$ cat src/rtl/regfile_wport_arbiter.sv
// regfile_wport_arbiter: shares the register-file write port between WB and a buffered
// multiply/divide result stream, with a busy scoreboard and starvation stall request.
module regfile_wport_arbiter #(
    parameter int DEPTH        = 2,
    parameter int STARVE_LIMIT = 4
) (
    input  logic                         clk,
    input  logic                         rst_n,
    input  logic                         wb_we,
    input  logic [4:0]                   wb_addr,
    input  logic [31:0]                  wb_data,
    input  logic                         md_valid,
    output logic                         md_ready,
    input  logic [4:0]                   md_addr,
    input  logic [31:0]                  md_data,
    input  logic                         issue_valid,
    input  logic [4:0]                   issue_addr,
    input  logic [4:0]                   rs_addr,
    input  logic [4:0]                   rt_addr,
    output logic                         rs_busy,
    output logic                         rt_busy,
    output logic                         rf_we,
    output logic [4:0]                   rf_addr,
    output logic [31:0]                  rf_data,
    output logic [$clog2(DEPTH+1)-1:0]   fifo_count,
    output logic                         pipe_stall
);
    localparam int AW = $clog2(DEPTH);
    localparam int CW = $clog2(DEPTH+1);
    localparam int SW = $clog2(STARVE_LIMIT+1);

    logic [4:0]    fifo_addr [DEPTH];
    logic [31:0]   fifo_data [DEPTH];
    logic [AW-1:0] rd_ptr, wr_ptr;
    logic [31:0]   busy, busy_next;
    logic [SW-1:0] starve_cnt;
    logic          wb_live, empty, push, pop;
    logic [4:0]    head_addr;
    logic [31:0]   head_data;

    assign wb_live    = wb_we && (wb_addr != 5'd0);
    assign empty      = (fifo_count == '0);
    assign md_ready   = rst_n && (fifo_count != CW'(DEPTH));
    assign push       = md_valid && md_ready;
    assign pop        = !wb_live && !empty;
    assign head_addr  = fifo_addr[rd_ptr];
    assign head_data  = fifo_data[rd_ptr];
    // Reset gates the write enable so nothing reaches the register file while held.
    assign rf_we      = rst_n && (wb_live || (pop && head_addr != 5'd0));
    assign rf_addr    = wb_live ? wb_addr : pop ? head_addr : 5'd0;
    assign rf_data    = wb_live ? wb_data : pop ? head_data : 32'd0;
    assign rs_busy    = busy[rs_addr];
    assign rt_busy    = busy[rt_addr];
    assign pipe_stall = (starve_cnt == SW'(STARVE_LIMIT));

    // Clear before set so an issue landing on the popped address keeps its bit.
    always_comb begin
        busy_next = busy;
        if (pop) busy_next[head_addr] = 1'b0;
        if (issue_valid) busy_next[issue_addr] = 1'b1;
        busy_next[0] = 1'b0;
    end

    always_ff @(posedge clk) begin
        if (push) begin
            fifo_addr[wr_ptr] <= md_addr;
            fifo_data[wr_ptr] <= md_data;
        end
    end

    always_ff @(posedge clk or negedge rst_n) begin
        if (!rst_n) begin
            rd_ptr     <= '0;
            wr_ptr     <= '0;
            fifo_count <= '0;
            busy       <= '0;
            starve_cnt <= '0;
        end else begin
            if (push) wr_ptr <= wr_ptr + AW'(1);
            if (pop) rd_ptr <= rd_ptr + AW'(1);
            fifo_count <= fifo_count + CW'(push) - CW'(pop);
            busy       <= busy_next;
            if (pop || empty) starve_cnt <= '0;
            else if (wb_live && !pipe_stall) starve_cnt <= starve_cnt + SW'(1);
        end
    end
endmodule

$ cat config.mk
export PLATFORM = sky130hd
export DESIGN_NAME = regfile_wport_arbiter
export DESIGN_NICKNAME = d
export VERILOG_FILES = /design/src/rtl/regfile_wport_arbiter.sv
export SDC_FILE = /design/constraint.sdc
export NUM_CORES = 1
export LEC_CHECK = 0
export BUFFER_PORTS_ARGS = -buffer_cell sky130_fd_sc_hd__buf_2
export CAP_MARGIN = 20
export CELL_PAD_IN_SITES_DETAIL_PLACEMENT = 0
export CELL_PAD_IN_SITES_GLOBAL_PLACEMENT = 1
export CORE_AREA = 10 10 111 153
export DETAILED_ROUTE_END_ITERATION = 12
export DIE_AREA = 0 0 121 163
export PLACE_DENSITY_LB_ADDON = 0.1
export SLEW_MARGIN = 20
export SYNTH_ARGS = -nofsm -noshare
export SYNTH_HDL_FRONTEND = slang
export SYNTH_SLANG_ARGS = --single-unit
$ cat constraint.sdc
create_clock -name clk -period 7.4 [get_ports clk]
set_input_delay 1.48 -clock clk [delete_from_list [all_inputs] [get_ports clk]]
set_output_delay 1.48 -clock clk [all_outputs]
set_load 0.05 [all_outputs]
=== Word-level counts from Yosys, hierarchy flattened ===
Memories as Yosys holds them, arrays and structs flattened.
Cells that the tools add are included.

* Register bits after elaboration: 38
* Bits of input ports: 94
* Memories: 2
* Bits in writable memories: 74
* Output and inout port bits: 44

* Bitwise gates (word level): 3
* $lt $le $gt $ge: 6
* Equal/unequal tests: 2
* $add $sub $neg: 5
* Muxes and demuxes: 18
* Reduce and logical (&&, ||, !) cells: 18

{| class="wikitable"
|+ Memories
! name !! depth !! width !! rd ports !! clocked after memory_dff !! wr ports !! RTL line !! source
|-
| fifo_data || 2 || 32 || 1 || 0 || 1 || 33 || <nowiki>logic [31:0] fifo_data [DEPTH];</nowiki>
|-
| fifo_addr || 2 || 5 || 1 || 0 || 1 || 32 || <nowiki>logic [4:0] fifo_addr [DEPTH];</nowiki>
|}

{| class="wikitable"
|+ Operator list
! kind !! number
|-
| 2-to-1 mux 32 bit || 4
|-
| AND 32 bit || 1
|-
| inverter 32 bit || 1
|-
| OR 32 bit || 1
|-
| < comparator 5 x 6 -> 1 bit, second input constant || 4
|-
| binary-select mux 1 bit (select 5 bit) || 2
|-
| demux 1 bit (select 5 bit) || 2
|-
| greater-or-equal comparator 5 x 1 -> 1 bit, second input constant || 2
|-
| 2-to-1 mux 5 bit || 2
|-
| nonzero test 5 bit || 2
|-
| logical AND 1 bit || 9
|-
| 2-to-1 mux 1 bit || 6
|-
| 2-to-1 mux 3 bit || 2
|-
| adder 3 x 1 -> 3 bit, second input constant || 1
|-
| == test 3 bit, second input constant || 1
|-
| zero test 1 bit || 3
|-
| adder 1 bit, second input constant || 2
|-
| adder 2 x 1 -> 2 bit || 1
|-
| zero test 2 bit || 1
|-
| logical OR 1 bit || 2
|-
| != test 2 bit, second input constant || 1
|-
| nonzero test 2 bit || 1
|-
| subtractor 2 x 1 -> 2 bit || 1
|}

=== Logic depth before layout (Yosys ltp) ===
An unclocked memory read counts as a cell.

* Depth after elaboration: 10
* Gate-level depth with buffers: 9

=== Worst setup path before layout ===
Ideal clock, no wire load.

* Kind: in2out
* Start point: input port wb_addr[1]
* End point: output port rf_addr[2]
* Slack: 2.172 ns
* Buffers on the path: 0
* Stages: 4
* Data arrival time: 3.748 ns
* Cells stage by stage: or4_1 o21ai_0 o21ai_0 o21ai_0

* Cells in the longest elaborated chain, start to end: 6

{| class="wikitable"
|+ RTL lines
! element !! RTL line !! source
|-
| from (decl) || 10 || <nowiki>input logic [4:0] wb_addr,</nowiki>
|-
| nonzero test 5 bit * || 41 || <nowiki>assign wb_live = wb_we && (wb_addr != 5'd0);</nowiki>
|-
| logical AND 1 bit * || 41 ||
|-
| zero test 1 bit || 45 || <nowiki>assign pop = !wb_live && !empty;</nowiki>
|-
| logical AND 1 bit || 45 ||
|-
| 2-to-1 mux 5 bit || 50 || <nowiki>assign rf_addr = wb_live ? wb_addr : pop ? head_addr : 5'd0;</nowiki>
|-
| 2-to-1 mux 5 bit * || 50 ||
|-
| to (decl) || 23 || <nowiki>output logic [4:0] rf_addr,</nowiki>
|}

Every way passes the cells marked *; elsewhere a longest branch is shown, timed or not.

=== Final worst setup path ===
* Start point: input port wb_addr[1]
* End point: output port rf_addr[3]

The elaborated chain is that of the path after synthesis.

==> flow_summary.toml <==
[synth]
synth-compound-area-share_pct = 16.6
synth.distinct_cells = 42
ys_seq_elements = 112
synthXorXnorAreaFrac_pct = 0.789
synthAdderAreaFrac_pct = 0.902
netlist_area_um2 = 5550
async_flop_share_pct = 33.9
synth_top_family_by_area = "compound AO/OA/AOI/OAI gates"
syn_area_per_cell_um2 = 12.1
synth_edf_count = 74
post_synth_inst_count = 457
ys.flop_type = "edfxtp_1"
ys_seq_area_share_pct = 57.2
syn_nets = 555
synth_mux_area_share_pct = 12.0
yosysWarnings = 0
synth_simple_gate_area_share_pct = 8.91

[sta]
final.setup.tns_ns = 0
min_period_ns = 4.97
final_max_slew_viol_count = 0
worst_slew_pin_slew_ns = 1.03
setup_viol = 0
fin_ws_ns = 2.43
timing.fmax_mhz = 201
relSlewSlack_pct = 31.1
whs_ns = 0.533
period_share_pct = 67.1
rsz0062_at_grt = "false"
hold_viol_final = 0
finClkSkew_ns = 0.00440

[placement]
dpl.hpwl_um = 10900
port_buffers = 137
placed_cell_area_um2 = 6370
dp.cells = 756
place_congestion = 0.799
pre_cts_ws_ns = 2.40

[layout]
final_cells = 775
design_area_um2 = 6670
area_delta_synth_final_pct = 20.2
mostFrequentLayoutCell = "buf_2"
drive_gt1_share_pct = 29.6
utilization_pct = 46.8
final_cell_mix = "buf_2 (137), edfxtp_1 (74), mux2i_1 (51)"
nFillCells = 1356
layout.nets = 677

[worst_setup_path]
cp_common_cell = "buf_2"
crit_type = "input port to output port"
rr_endpoint = "busy[3]"
critPathLaunchType = "input port"
crit_path_max_incr_delay_ns = 0.54
r2r_cells = 5
r2r_start = "rd_ptr"
critical_path_required_ns = 5.92
cp_cell_sequence = "buf_2 > or4_1 > o21a_2 > buf_4 > o31ai_1 > buf_2"
arrival_ns = 3.49
end_kind = "output port"
r2r_setup_slack_ns = 5.01
path_max_fanout = 98
slowest_stage = "or4_1"

[die]
dieArea_um2 = 19700
io_pins = 138
die_w_um = 121
fp-row-count = 52
die_y_um = 163
core_um2 = 14200
initial_core_util_pct = 38.9

[routing]
via_count = 4210
drtIter0Drc = 187
remaining_drc_errors = 0
drt-total-wl_um = 14800
dr.pass1.iters = 4
viasPerCell = 5.43
ant_nets = 0
avgRoutedWirePerCell_um = 19.1

[global_route]
grt_max_degree = 99
grt_pass1_vias = 4429
antenna_found_initial = 3
globalRouteOverflowTotal = 0
met1_usage_pct = 16.0
top_usage_layer = "met2"
grtUsageTotal_pct = 14.8
use_met3_pct = 5.55
grtUsageMet2_pct = 25.9
grt_first_pass_wirelength_um = 23000

[clock_network]
cts_inserted_buffers = 9
cts_max_path_buffers = 2
cts_tree = "done"
insertion_delay_ns = 0.34
cts_hold_buf = 0
htreeDepth = 3
cts-root-buf = "clkbuf_16"
cts_sinks = 112
postCtsSetupBuffers = 0
cts_resized = 0
clk_pin_slew_ns = 0.07

[power]
seqPwrFrac_pct = 39.7
power_frac_clock_pct = 19.4
p_leak_nw = 2.71
cellPowerDensity_nw_per_um2 = 353
p_sw_mw = 0.978
intPower_mw = 1.38
ir_drop_mv = 0.186
p_comb_share_pct = 40.9
power_mw = 2.36
switching_share_pct = 41.5

[worst_hold_path]
hp-start = "busy[26]"
min_path_type = "flop to flop"
hold_depth = 2
hold_end = "busy[26]"

[job]
drv_cap = 0

[status]
status = "completed"
flip-flops by register name, indices dropped and copies added (netlist names):
name / count
wr_ptr: 1
busy: 31
fifo_data: 64
rd_ptr: 1
fifo_addr: 10
starve_cnt: 3
fifo_count: 2
worst max-delay path, delay by kind of cell:
kind / cells / cell delay [ns]
AOI/OAI and AO/OA: 2 / 0.62
buffers and inverters: 3 / 0.79
and+or+nand+nor: 1 / 0.54
cell type report:
class                      instances  area (um2)  share of cell area [%]
antenna                            2        5.00                  0.0750
clock buffer                       9         225                    3.38
clock inverter                     7        53.8                   0.807
inverter                          12        45.0                   0.675
multi-input combinational        302        2190                    32.9
sequential                       112        3170                    47.6
tap                              189         236                    3.55
timing repair buffer             142         736                    11.0
per-layer routing:
metal | routed length, um | up-vias | share of wire, %
li1 | - | 2043 | -
met1 | 5710 | 2034 | 39
met2 | 7750 | 119 | 52
met3 | 1150 | 12 | 7.8
met4 | 166 | 2 | 1.1
met5 | 11 | - | 0.074
power by group through the flow:
stage          sequential (mW)  clock [mW]  combinational (mW)
2_1_floorplan            0.932           0               0.716
3_3_place_gp             0.942           0               0.959
3_5_place_dp             0.948           0               0.974
4_1_cts                  0.936       0.470               0.975
5_1_grt                  0.956       0.493                1.04
6_report                 0.936       0.457               0.963
cell usage after synthesis (all sizes together), types with 6 or more instances:
cell	count	share of area, %
edfxtp	74	40
mux2i	51	9.2
nand2	49	3.3
o21ai	43	3.9
dfrtp	38	17
o31ai	34	4.6
o41ai	28	4.4
clkbuf	19	1.3
buf	12	1.5
inv	12	0.81
nor2	9	0.61
mux4	6	2.4
nand3	6	0.54
nand3b	6	0.81
how the worst max path moves through the flow:
stage / startpoint / slack (ns) / cells past startpoint / endpoint
2_1_floorplan: wb_addr[1] / 2.17 / 4 / rf_addr[2]
3_3_place_gp: wb_addr[1] / 2.38 / 6 / rf_addr[3]
3_5_place_dp: wb_addr[1] / 2.40 / 6 / rf_addr[3]
4_1_cts: wb_addr[1] / 2.39 / 6 / rf_addr[3]
5_1_grt: wb_addr[1] / 2.25 / 6 / rf_addr[3]
6_report: wb_addr[1] / 2.43 / 6 / rf_addr[3]
logic make-up (layout without fill, tap and decap cells):
kind of cell	after synthesis	in the layout
flops	112	112
xor+xnor	5	5
simple gates	100	100
fa+ha+maj	4	4
compound gates	134	134
other cells	0	2
buf+inv	43	170
mux	59	59
(Power assumes the default switching activity.)
